<file path="config.mk">
export PLATFORM = sky130hd
export DESIGN_NAME = cl_ocl_csr
export DESIGN_NICKNAME = d
export VERILOG_FILES = /design/src/rtl/cl_ocl_csr.sv
export SDC_FILE = /design/constraint.sdc
export NUM_CORES = 1
export LEC_CHECK = 0
export BUFFER_PORTS_ARGS = -buffer_cell sky130_fd_sc_hd__buf_2
export CAP_MARGIN = 30
export CORE_MARGIN = 2
export CORE_UTILIZATION = 30
export DETAILED_ROUTE_END_ITERATION = 10
export HOLD_SLACK_MARGIN = 0.05
export PLACE_DENSITY = 0.48
export SYNTH_ARGS = -nofsm -noshare
export SYNTH_HDL_FRONTEND = slang
export SYNTH_SLANG_ARGS = --single-unit
</file>
<file path="constraint.sdc">
create_clock -name clk -period 8.46 [get_ports clk]
set_input_delay 0.846 -clock clk [delete_from_list [all_inputs] [get_ports clk]]
set_output_delay 0.846 -clock clk [all_outputs]
set_load 0.03 [all_outputs]
</file>
<file path="src/rtl/cl_ocl_csr.sv">
// cl_ocl_csr: AXI-Lite CSR slave for the 3D rendering engine (start, frame-buffer base, IRQ, frame count).
// Independent write and read FSMs decode a small register map on the low DEC_W address bits.
module cl_ocl_csr #(
  parameter int unsigned DEC_W     = 8,
  parameter logic [31:0] VERSION   = 32'h3D00_0001,
  parameter bit          SLVERR_EN = 1'b1
) (
  input  logic        clk,
  input  logic        rst,
  input  logic [31:0] s_awaddr,
  input  logic        s_awvalid,
  output logic        s_awready,
  input  logic [31:0] s_wdata,
  input  logic [3:0]  s_wstrb,
  input  logic        s_wvalid,
  output logic        s_wready,
  output logic [1:0]  s_bresp,
  output logic        s_bvalid,
  input  logic        s_bready,
  input  logic [31:0] s_araddr,
  input  logic        s_arvalid,
  output logic        s_arready,
  output logic [31:0] s_rdata,
  output logic [1:0]  s_rresp,
  output logic        s_rvalid,
  input  logic        s_rready,
  input  logic        eng_busy,
  input  logic        eng_done,
  output logic        eng_start,
  output logic [63:0] fb_addr,
  output logic        irq
);

  localparam int unsigned IW = DEC_W - 2;

  localparam logic [IW-1:0] A_CTRL      = IW'(0);
  localparam logic [IW-1:0] A_STATUS    = IW'(1);
  localparam logic [IW-1:0] A_FB_LO     = IW'(2);
  localparam logic [IW-1:0] A_FB_HI     = IW'(3);
  localparam logic [IW-1:0] A_FRAME_CNT = IW'(4);
  localparam logic [IW-1:0] A_SCRATCH   = IW'(5);
  localparam logic [IW-1:0] A_VERSION   = IW'(6);

  localparam logic [1:0] RESP_OKAY  = 2'b00;
  localparam logic [1:0] RESP_UNMAP = SLVERR_EN ? 2'b10 : 2'b00;

  typedef enum logic {W_IDLE, W_RESP} w_state_e;
  typedef enum logic {R_IDLE, R_DATA} r_state_e;

  w_state_e      w_state_q, w_state_d;
  r_state_e      r_state_q, r_state_d;
  logic          awready_q, awready_d, wready_q, wready_d, arready_q, arready_d;
  logic          aw_held_q, aw_held_d, w_held_q, w_held_d;
  logic [IW-1:0] awidx_q, awidx_d;
  logic [31:0]   wdata_q, wdata_d;
  logic [3:0]    wstrb_q, wstrb_d;
  logic [1:0]    bresp_q, bresp_d, rresp_q, rresp_d;
  logic [31:0]   rdata_q, rdata_d;
  logic          irq_en_q, irq_en_d, done_q, done_d, start_q, start_d, irq_q;
  logic [31:0]   fb_lo_q, fb_lo_d, fb_hi_q, fb_hi_d, scratch_q, scratch_d;
  logic [31:0]   frame_cnt_q, frame_cnt_d;

  logic          aw_hs, w_hs, ar_hs, commit;
  logic [IW-1:0] wr_idx, rd_idx;
  logic [31:0]   wr_data, rd_val;
  logic [3:0]    wr_strb;
  logic [1:0]    wr_resp, rd_resp;
  logic          unused_addr_bits;

  assign unused_addr_bits = ^{s_awaddr[31:DEC_W], s_awaddr[1:0], s_araddr[31:DEC_W], s_araddr[1:0]};

  assign aw_hs   = s_awvalid & awready_q;
  assign w_hs    = s_wvalid & wready_q;
  assign ar_hs   = s_arvalid & arready_q;
  assign wr_idx  = aw_held_q ? awidx_q : s_awaddr[DEC_W-1:2];
  assign wr_data = w_held_q ? wdata_q : s_wdata;
  assign wr_strb = w_held_q ? wstrb_q : s_wstrb;
  assign rd_idx  = s_araddr[DEC_W-1:2];
  assign commit  = (w_state_q == W_IDLE) & (aw_held_q | aw_hs) & (w_held_q | w_hs);
  assign wr_resp = (wr_idx <= A_VERSION) ? RESP_OKAY : RESP_UNMAP;

  function automatic logic [31:0] merge_bytes(input logic [31:0] old_v, input logic [31:0] new_v,
                                              input logic [3:0] strb);
    merge_bytes = old_v;
    for (int b = 0; b < 4; b++) begin
      if (strb[b]) merge_bytes[8*b +: 8] = new_v[8*b +: 8];
    end
  endfunction

  // Write channel: AW and W may arrive in either order; the update commits once both are held.
  always_comb begin
    w_state_d = w_state_q;
    aw_held_d = aw_held_q;
    w_held_d  = w_held_q;
    awidx_d   = awidx_q;
    wdata_d   = wdata_q;
    wstrb_d   = wstrb_q;
    bresp_d   = bresp_q;
    case (w_state_q)
      W_IDLE: begin
        if (commit) begin
          w_state_d = W_RESP;
          aw_held_d = 1'b0;
          w_held_d  = 1'b0;
          bresp_d   = wr_resp;
        end else begin
          if (aw_hs) begin
            aw_held_d = 1'b1;
            awidx_d   = s_awaddr[DEC_W-1:2];
          end
          if (w_hs) begin
            w_held_d = 1'b1;
            wdata_d  = s_wdata;
            wstrb_d  = s_wstrb;
          end
        end
      end
      W_RESP: if (s_bready) w_state_d = W_IDLE;
      default: w_state_d = W_IDLE;
    endcase
    // NOTE: readies are registered so they stay low while rst is held and rise one cycle after release.
    awready_d = (w_state_d == W_IDLE) & ~aw_held_d;
    wready_d  = (w_state_d == W_IDLE) & ~w_held_d;
  end

  always_comb begin
    irq_en_d  = irq_en_q;
    fb_lo_d   = fb_lo_q;
    fb_hi_d   = fb_hi_q;
    scratch_d = scratch_q;
    done_d    = done_q;
    start_d   = 1'b0;
    if (commit) begin
      case (wr_idx)
        A_CTRL: begin
          if (wr_strb[0]) begin
            irq_en_d = wr_data[1];
            start_d  = wr_data[0];
          end
        end
        A_STATUS:  if (wr_strb[0] && wr_data[1]) done_d = 1'b0;
        A_FB_LO:   fb_lo_d   = merge_bytes(fb_lo_q, wr_data, wr_strb);
        A_FB_HI:   fb_hi_d   = merge_bytes(fb_hi_q, wr_data, wr_strb);
        A_SCRATCH: scratch_d = merge_bytes(scratch_q, wr_data, wr_strb);
        default: ;
      endcase
    end
    // NOTE: the set is applied after the W1C so a same-cycle clear can never hide a completed frame.
    if (eng_done) done_d = 1'b1;
  end

  assign frame_cnt_d = eng_done ? frame_cnt_q + 32'd1 : frame_cnt_q;

  always_comb begin
    rd_val  = '0;
    rd_resp = RESP_OKAY;
    case (rd_idx)
      A_CTRL:      rd_val = {30'd0, irq_en_q, 1'b0};
      A_STATUS:    rd_val = {30'd0, done_q, eng_busy};
      A_FB_LO:     rd_val = fb_lo_q;
      A_FB_HI:     rd_val = fb_hi_q;
      A_FRAME_CNT: rd_val = frame_cnt_q;
      A_SCRATCH:   rd_val = scratch_q;
      A_VERSION:   rd_val = VERSION;
      default:     rd_resp = RESP_UNMAP;
    endcase
  end

  always_comb begin
    r_state_d = r_state_q;
    rdata_d   = rdata_q;
    rresp_d   = rresp_q;
    case (r_state_q)
      R_IDLE: begin
        if (ar_hs) begin
          r_state_d = R_DATA;
          rdata_d   = rd_val;
          rresp_d   = rd_resp;
        end
      end
      R_DATA: if (s_rready) r_state_d = R_IDLE;
      default: r_state_d = R_IDLE;
    endcase
    arready_d = (r_state_d == R_IDLE);
  end

  always_ff @(posedge clk or posedge rst) begin
    if (rst) begin
      w_state_q   <= W_IDLE;
      r_state_q   <= R_IDLE;
      awready_q   <= 1'b0;
      wready_q    <= 1'b0;
      arready_q   <= 1'b0;
      aw_held_q   <= 1'b0;
      w_held_q    <= 1'b0;
      awidx_q     <= '0;
      wdata_q     <= '0;
      wstrb_q     <= '0;
      bresp_q     <= '0;
      rresp_q     <= '0;
      rdata_q     <= '0;
      irq_en_q    <= 1'b0;
      done_q      <= 1'b0;
      start_q     <= 1'b0;
      irq_q       <= 1'b0;
      fb_lo_q     <= '0;
      fb_hi_q     <= '0;
      scratch_q   <= '0;
      frame_cnt_q <= '0;
    end else begin
      w_state_q   <= w_state_d;
      r_state_q   <= r_state_d;
      awready_q   <= awready_d;
      wready_q    <= wready_d;
      arready_q   <= arready_d;
      aw_held_q   <= aw_held_d;
      w_held_q    <= w_held_d;
      awidx_q     <= awidx_d;
      wdata_q     <= wdata_d;
      wstrb_q     <= wstrb_d;
      bresp_q     <= bresp_d;
      rresp_q     <= rresp_d;
      rdata_q     <= rdata_d;
      irq_en_q    <= irq_en_d;
      done_q      <= done_d;
      start_q     <= start_d;
      irq_q       <= done_q & irq_en_q;
      fb_lo_q     <= fb_lo_d;
      fb_hi_q     <= fb_hi_d;
      scratch_q   <= scratch_d;
      frame_cnt_q <= frame_cnt_d;
    end
  end

  assign s_awready = awready_q;
  assign s_wready  = wready_q;
  assign s_arready = arready_q;
  assign s_bvalid  = (w_state_q == W_RESP);
  assign s_bresp   = bresp_q;
  assign s_rvalid  = (r_state_q == R_DATA);
  assign s_rdata   = rdata_q;
  assign s_rresp   = rresp_q;
  assign eng_start = start_q;
  assign fb_addr   = {fb_hi_q, fb_lo_q};
  assign irq       = irq_q;

endmodule

</file>
; After elaboration in Yosys (flattened, before gate mapping)
; Cells that the tools add are included.
[totals]
regBits = 217
output_inout_bits = 107
[classes]
add_sub_neg = 1
order_cmp = 1
eq_ne = 10
muxes = 25
bitwise_logic = 17
reduce_logical = 25
[ops]
columns = op, n
row1 = 32-bit one-hot mux with 7 select lines, 1
row2 = 3-bit AND reduction, 16
row3 = "32-bit by 1-bit adder with 32-bit output, second input constant", 1
row4 = 32-bit two-way mux, 1
row5 = "6-bit by 2-bit == test with 1-bit output, second input constant", 4
row6 = "6-bit by 3-bit == test with 1-bit output, second input constant", 4
row7 = 1-bit two-way mux, 17
row8 = "6-bit by 1-bit == test with 1-bit output, second input constant", 2
row9 = 6-bit zero test, 2
row10 = 1-bit bitwise AND, 8
row11 = 1-bit NOT, 7
row12 = 7-bit OR reduction, 1
row13 = "6-bit by 3-bit less-or-equal comparator with 1-bit output, second input constant", 1
row14 = 6-bit two-way mux, 1
row15 = 2-bit nonzero test, 3
row16 = 2-bit two-way mux, 2
row17 = 4-bit two-way mux, 1
row18 = 1-bit one-hot mux with 2 select lines, 2
row19 = 2-bit AND reduction, 2
row20 = 1-bit OR, 2
row21 = 1-bit logical AND, 1

; Logic depth before layout (Yosys ltp)
[logic_depth]
depth_word = 8
mapped_depth = 7
depth_no_buf = 5

; Worst setup path after synthesis
; No wires, ideal clock.
[synth_path]
kind = input -> register
startpoint = in s_awaddr[5]
endpoint = reg fb_hi_q[25]
setup_ns = 0.128
arrival_ns = 2.399
t_required_ns = 8.332
slack_ns = 5.933
cell_stages = 4
n_path_buf = 0
cell_sequence = or4_4 -> a221oi_4 -> nand2_4 -> mux2_1
[synth_between]
elab_chain_cells = 3
[synth_lines]
columns = element, line
row1 = "start, declared", 10  ; input logic [31:0] s_awaddr,
row2 = 6-bit two-way mux, 75  ; assign wr_idx = aw_held_q ? awidx_q : s_awaddr[DEC_W-1:2];
row3 = 6-bit by 2-bit == test with 1-bit output, 134  ; case (wr_idx)
row4 = 3-bit AND reduction (no source line), -
row5 = "end signal, assigned", 229  ; fb_hi_q <= fb_hi_d;
row6 = "end, declared", 60  ; logic [31:0] fb_lo_q, fb_lo_d, fb_hi_q, fb_hi_d, scratch_q, scratch_d;
; No other way between the ends.
; A chain may end at the register's enable or synchronous reset.

; Worst setup path after layout
[layout_path]
startpoint = reg aw_held_q
endpoint = reg scratch_q[22]
[layout_between]
elab_chain_cells = 4
word_cells_on_any_way = 6
[layout_lines]
columns = element, line
row1 = "start, declared", 53  ; logic aw_held_q, aw_held_d, w_held_q, w_held_d;
row2 = "start signal, assigned", 216  ; aw_held_q <= aw_held_d;
row3 = 1-bit OR, 79  ; assign commit = (w_state_q == W_IDLE) & (aw_held_q | aw_hs) & (w_held_q | w_hs);
row4 = 1-bit bitwise AND (2 in a row), 79
row5 = 3-bit AND reduction (no source line) *, -
row6 = "end signal, assigned", 230  ; scratch_q <= scratch_d;
row7 = "end, declared", 60
; Mark *: on every way between the ends. The rest lies on a longest branch, timed or not.

==> results.cfg <==
[cells_and_area]
area_delta_synth_final_pct = 22.24
antenna_cells = 0
multi_input_area_um2 = 4325
drive_gt1_frac = 0.4458
num-nets-final = 1005
regArea_um2 = 5381
fillers = 3206

[clocking]
cts_max_level = 1
numCtsBuffers = 26
clk_latency_ns = 0.53
cts_hold_buf = 0
post_cts_buffers = 0
cts.sinks = 215
cts.clk_slew.worst_paths_ns = 0.06
cts.root.buffer_cell = clkbuf_16
cts-resized-gates = 0
cts.path.max_buffers = 3
cts_tree = built

[sta]
skew_ns = 0.01523
relSlewSlack = 0.4027
timing.fmax_mhz = 359.9
rsz0062_at_grt = no
tightest_slew_ns = 0.8885
period_needed_ns = 2.779
finalSetupTns_ns = 0
min_period_over_period = 0.3285
setup_viol = 0
maxSlewViolCount = 0
hold_violations = 0

[setup_path]
r2r-end = scratch_q[22]
r2r_cells = 4
critPathLaunch = aw_held_q
crit_type = reg2reg
worstPathArrival_ns = 3.18
cp.required_ns = 8.86
crit_end = scratch_q[22]
rr_startpoint = aw_held_q
cp_max_fo = 14
start_kind = flip-flop
cp-end-kind = flip-flop
ff2ff_setup_slack_ns = 5.68

[logic_synthesis]
synth_cells = 733
ys_ff_latch = 215
ys_async_sr_fraction = 1.000
synth_enable_flop_cells = 0
ys_seq_area_frac = 0.5459
avgSynthCellArea_um2 = 13.45
synth_flop_cell = dfrtp_1
synth_cell_types = 50
synth_warnings = 0
synth_area_um2 = 9856

[run]
drv_cap = 0

[die]
core_um2 = 32450
start_util = 0.3037
die_x_um = 185.3
die_height_um = 185.3
die-area_um2 = 34320
row_count = 66
pin_count = 216

[pwr]
power_w = 0.003508
irDropWorstVdd_v = 0.0001386
p_leak_nw = 6.036
power.density_nw_per_um2 = 291.2

[min_path]
hold_class = in2async

[drt]
met2_length_um = 12160
dr_wl_met3_um = 1251
wl_met1_um = 12130
ant_nets = 0
drc = 0
top_layer_used = met4
firstDrtPassIters = 4
routedWlPerCell_um = 19.15
avgViaCountPerCell = 4.832
drt-total-wl_um = 25940
vias = 6547
drt_iter0_markers = 284

[run_status]
status = completed

[grt]
grt_util_all_layers = 0.1522
grt_pass1_vias = 6797
antenna_found_initial = 1
grt_pass1_wl_um = 40320
grt_max_degree = 90
overflow = 0

[placed_design]
hpwl_um = 17540
gp_congestion = 0.7279
port_buffers = 161
==> worst min path at each step <==
stage	from	to	slack [ns]	cells after the start
3_5_place_dp	frame_cnt_q[31]	frame_cnt_q[31]	0.47	1
6_report	rst	s_rdata[20]	0.40	2
3_3_place_gp	frame_cnt_q[31]	frame_cnt_q[31]	0.46	1
5_1_grt	rst	wdata_q[30]	0.46	2
4_1_cts	rst	wdata_q[30]	0.45	2
2_1_floorplan	frame_cnt_q[31]	frame_cnt_q[31]	0.44	1
==> cell type report <==
class | instances | share of cell area
clock buffers | 37 | 0.06335
clock inverters | 9 | 0.01049
inverters | 8 | 0.003116
multi-input cells | 476 | 0.3590
flip-flops and latches | 215 | 0.4467
well taps | 442 | 0.04590
repair buffers | 168 | 0.07145
==> cells in the mapped netlist (6+ instances only) <==
master | n | share of area
xor2_1 | 16 | 0.014
xnor2_1 | 15 | 0.013
mux2i_1 | 63 | 0.064
a21oi_1 | 9 | 0.0046
nor2_1 | 16 | 0.0061
dfrtp_1 | 215 | 0.55
nand3_1 | 14 | 0.0071
inv_1 | 8 | 0.0030
nor3_1 | 9 | 0.0046
nand2_1 | 20 | 0.0076
clkbuf_1 | 23 | 0.0088
nand2_4 | 8 | 0.0091
a22o_1 | 28 | 0.025
mux2_2 | 169 | 0.19
buf_1 | 6 | 0.0023
o22ai_1 | 27 | 0.017
nand4_1 | 10 | 0.0063
==> power breakdown <==
group / internal (W) / total, W / switching (W)
clock: 0.000715 / 0.00115 / 0.000436
sequential: 0.00126 / 0.00143 / 0.000162
combinational: 0.000395 / 0.000930 / 0.000536
==> layer usage <==
layer	vias up	GRT usage
met3	32	0.02536
li1	3039	-
met5	-	0
met1	3330	0.2111
met4	0	0.03333
met2	146	0.2493
==> flip-flops by register name (all words and copies together) (netlist names), 4 cells and up <==
register / count
fb_hi_q: 32
fb_lo_q: 32
frame_cnt_q: 32
s_rdata: 32
scratch_q: 32
wdata_q: 32
awidx_q: 6
wstrb_q: 4
==> worst max-delay path, cell delays in order (launching register included) <==
cell	delay, ns
dfrtp_1	0.64
or4b_4	0.59
a221oi_2	0.58
nand2_1	0.45
mux2_2	0.39
==> per-stage QoR <==
| stage | cell area (µm²) | hold slack [ns] | setup WS [ns] | instances | util |
|---|---|---|---|---|---|
| detailed placement | 11160 | 0.4701 | 5.360 | 1309 | 0.3438 |
| global placement | 11160 | 0.4596 | 5.373 | 1309 | 0.3438 |
| global route | 12050 | 0.4570 | 5.589 | 1355 | 0.3712 |
| finish | 12050 | 0.3977 | 5.681 | 1355 | 0.3712 |
| floorplan | 9859 | 0.4410 | 1.735 | 734 | - |
| CTS | 12050 | 0.4515 | 5.675 | 1355 | 0.3712 |
==> cells by family after synthesis <==
group / Yosys count / synth area share
buffers and inverters: 43 / 0.01765
adders and majority gates: 1 / 0.001269
other: 1 / 0.0003805
xor gates and xnor gates: 31 / 0.02755
muxes: 238 / 0.2651
AOI/OAI and AO/OA: 85 / 0.06741
DFF: 215 / 0.5459
and+or+nand+nor: 119 / 0.07478
==> cell usage in the layout (no fill, tap or decap), types with 9 or more instances in the layout <==
cell type and count:
a21oi_1 9, a22o_1 28, buf_2 160, clkbuf_16 27, dfrtp_1 214, mux2_2 169
mux2i_1 63, nand2_1 19, nand3_1 14, nand4_1 10, nor2_1 16, nor3_1 9
o22ai_1 27, xnor2_1 15, xor2_1 16
Note: power is estimated with default switching activity, not from simulation.
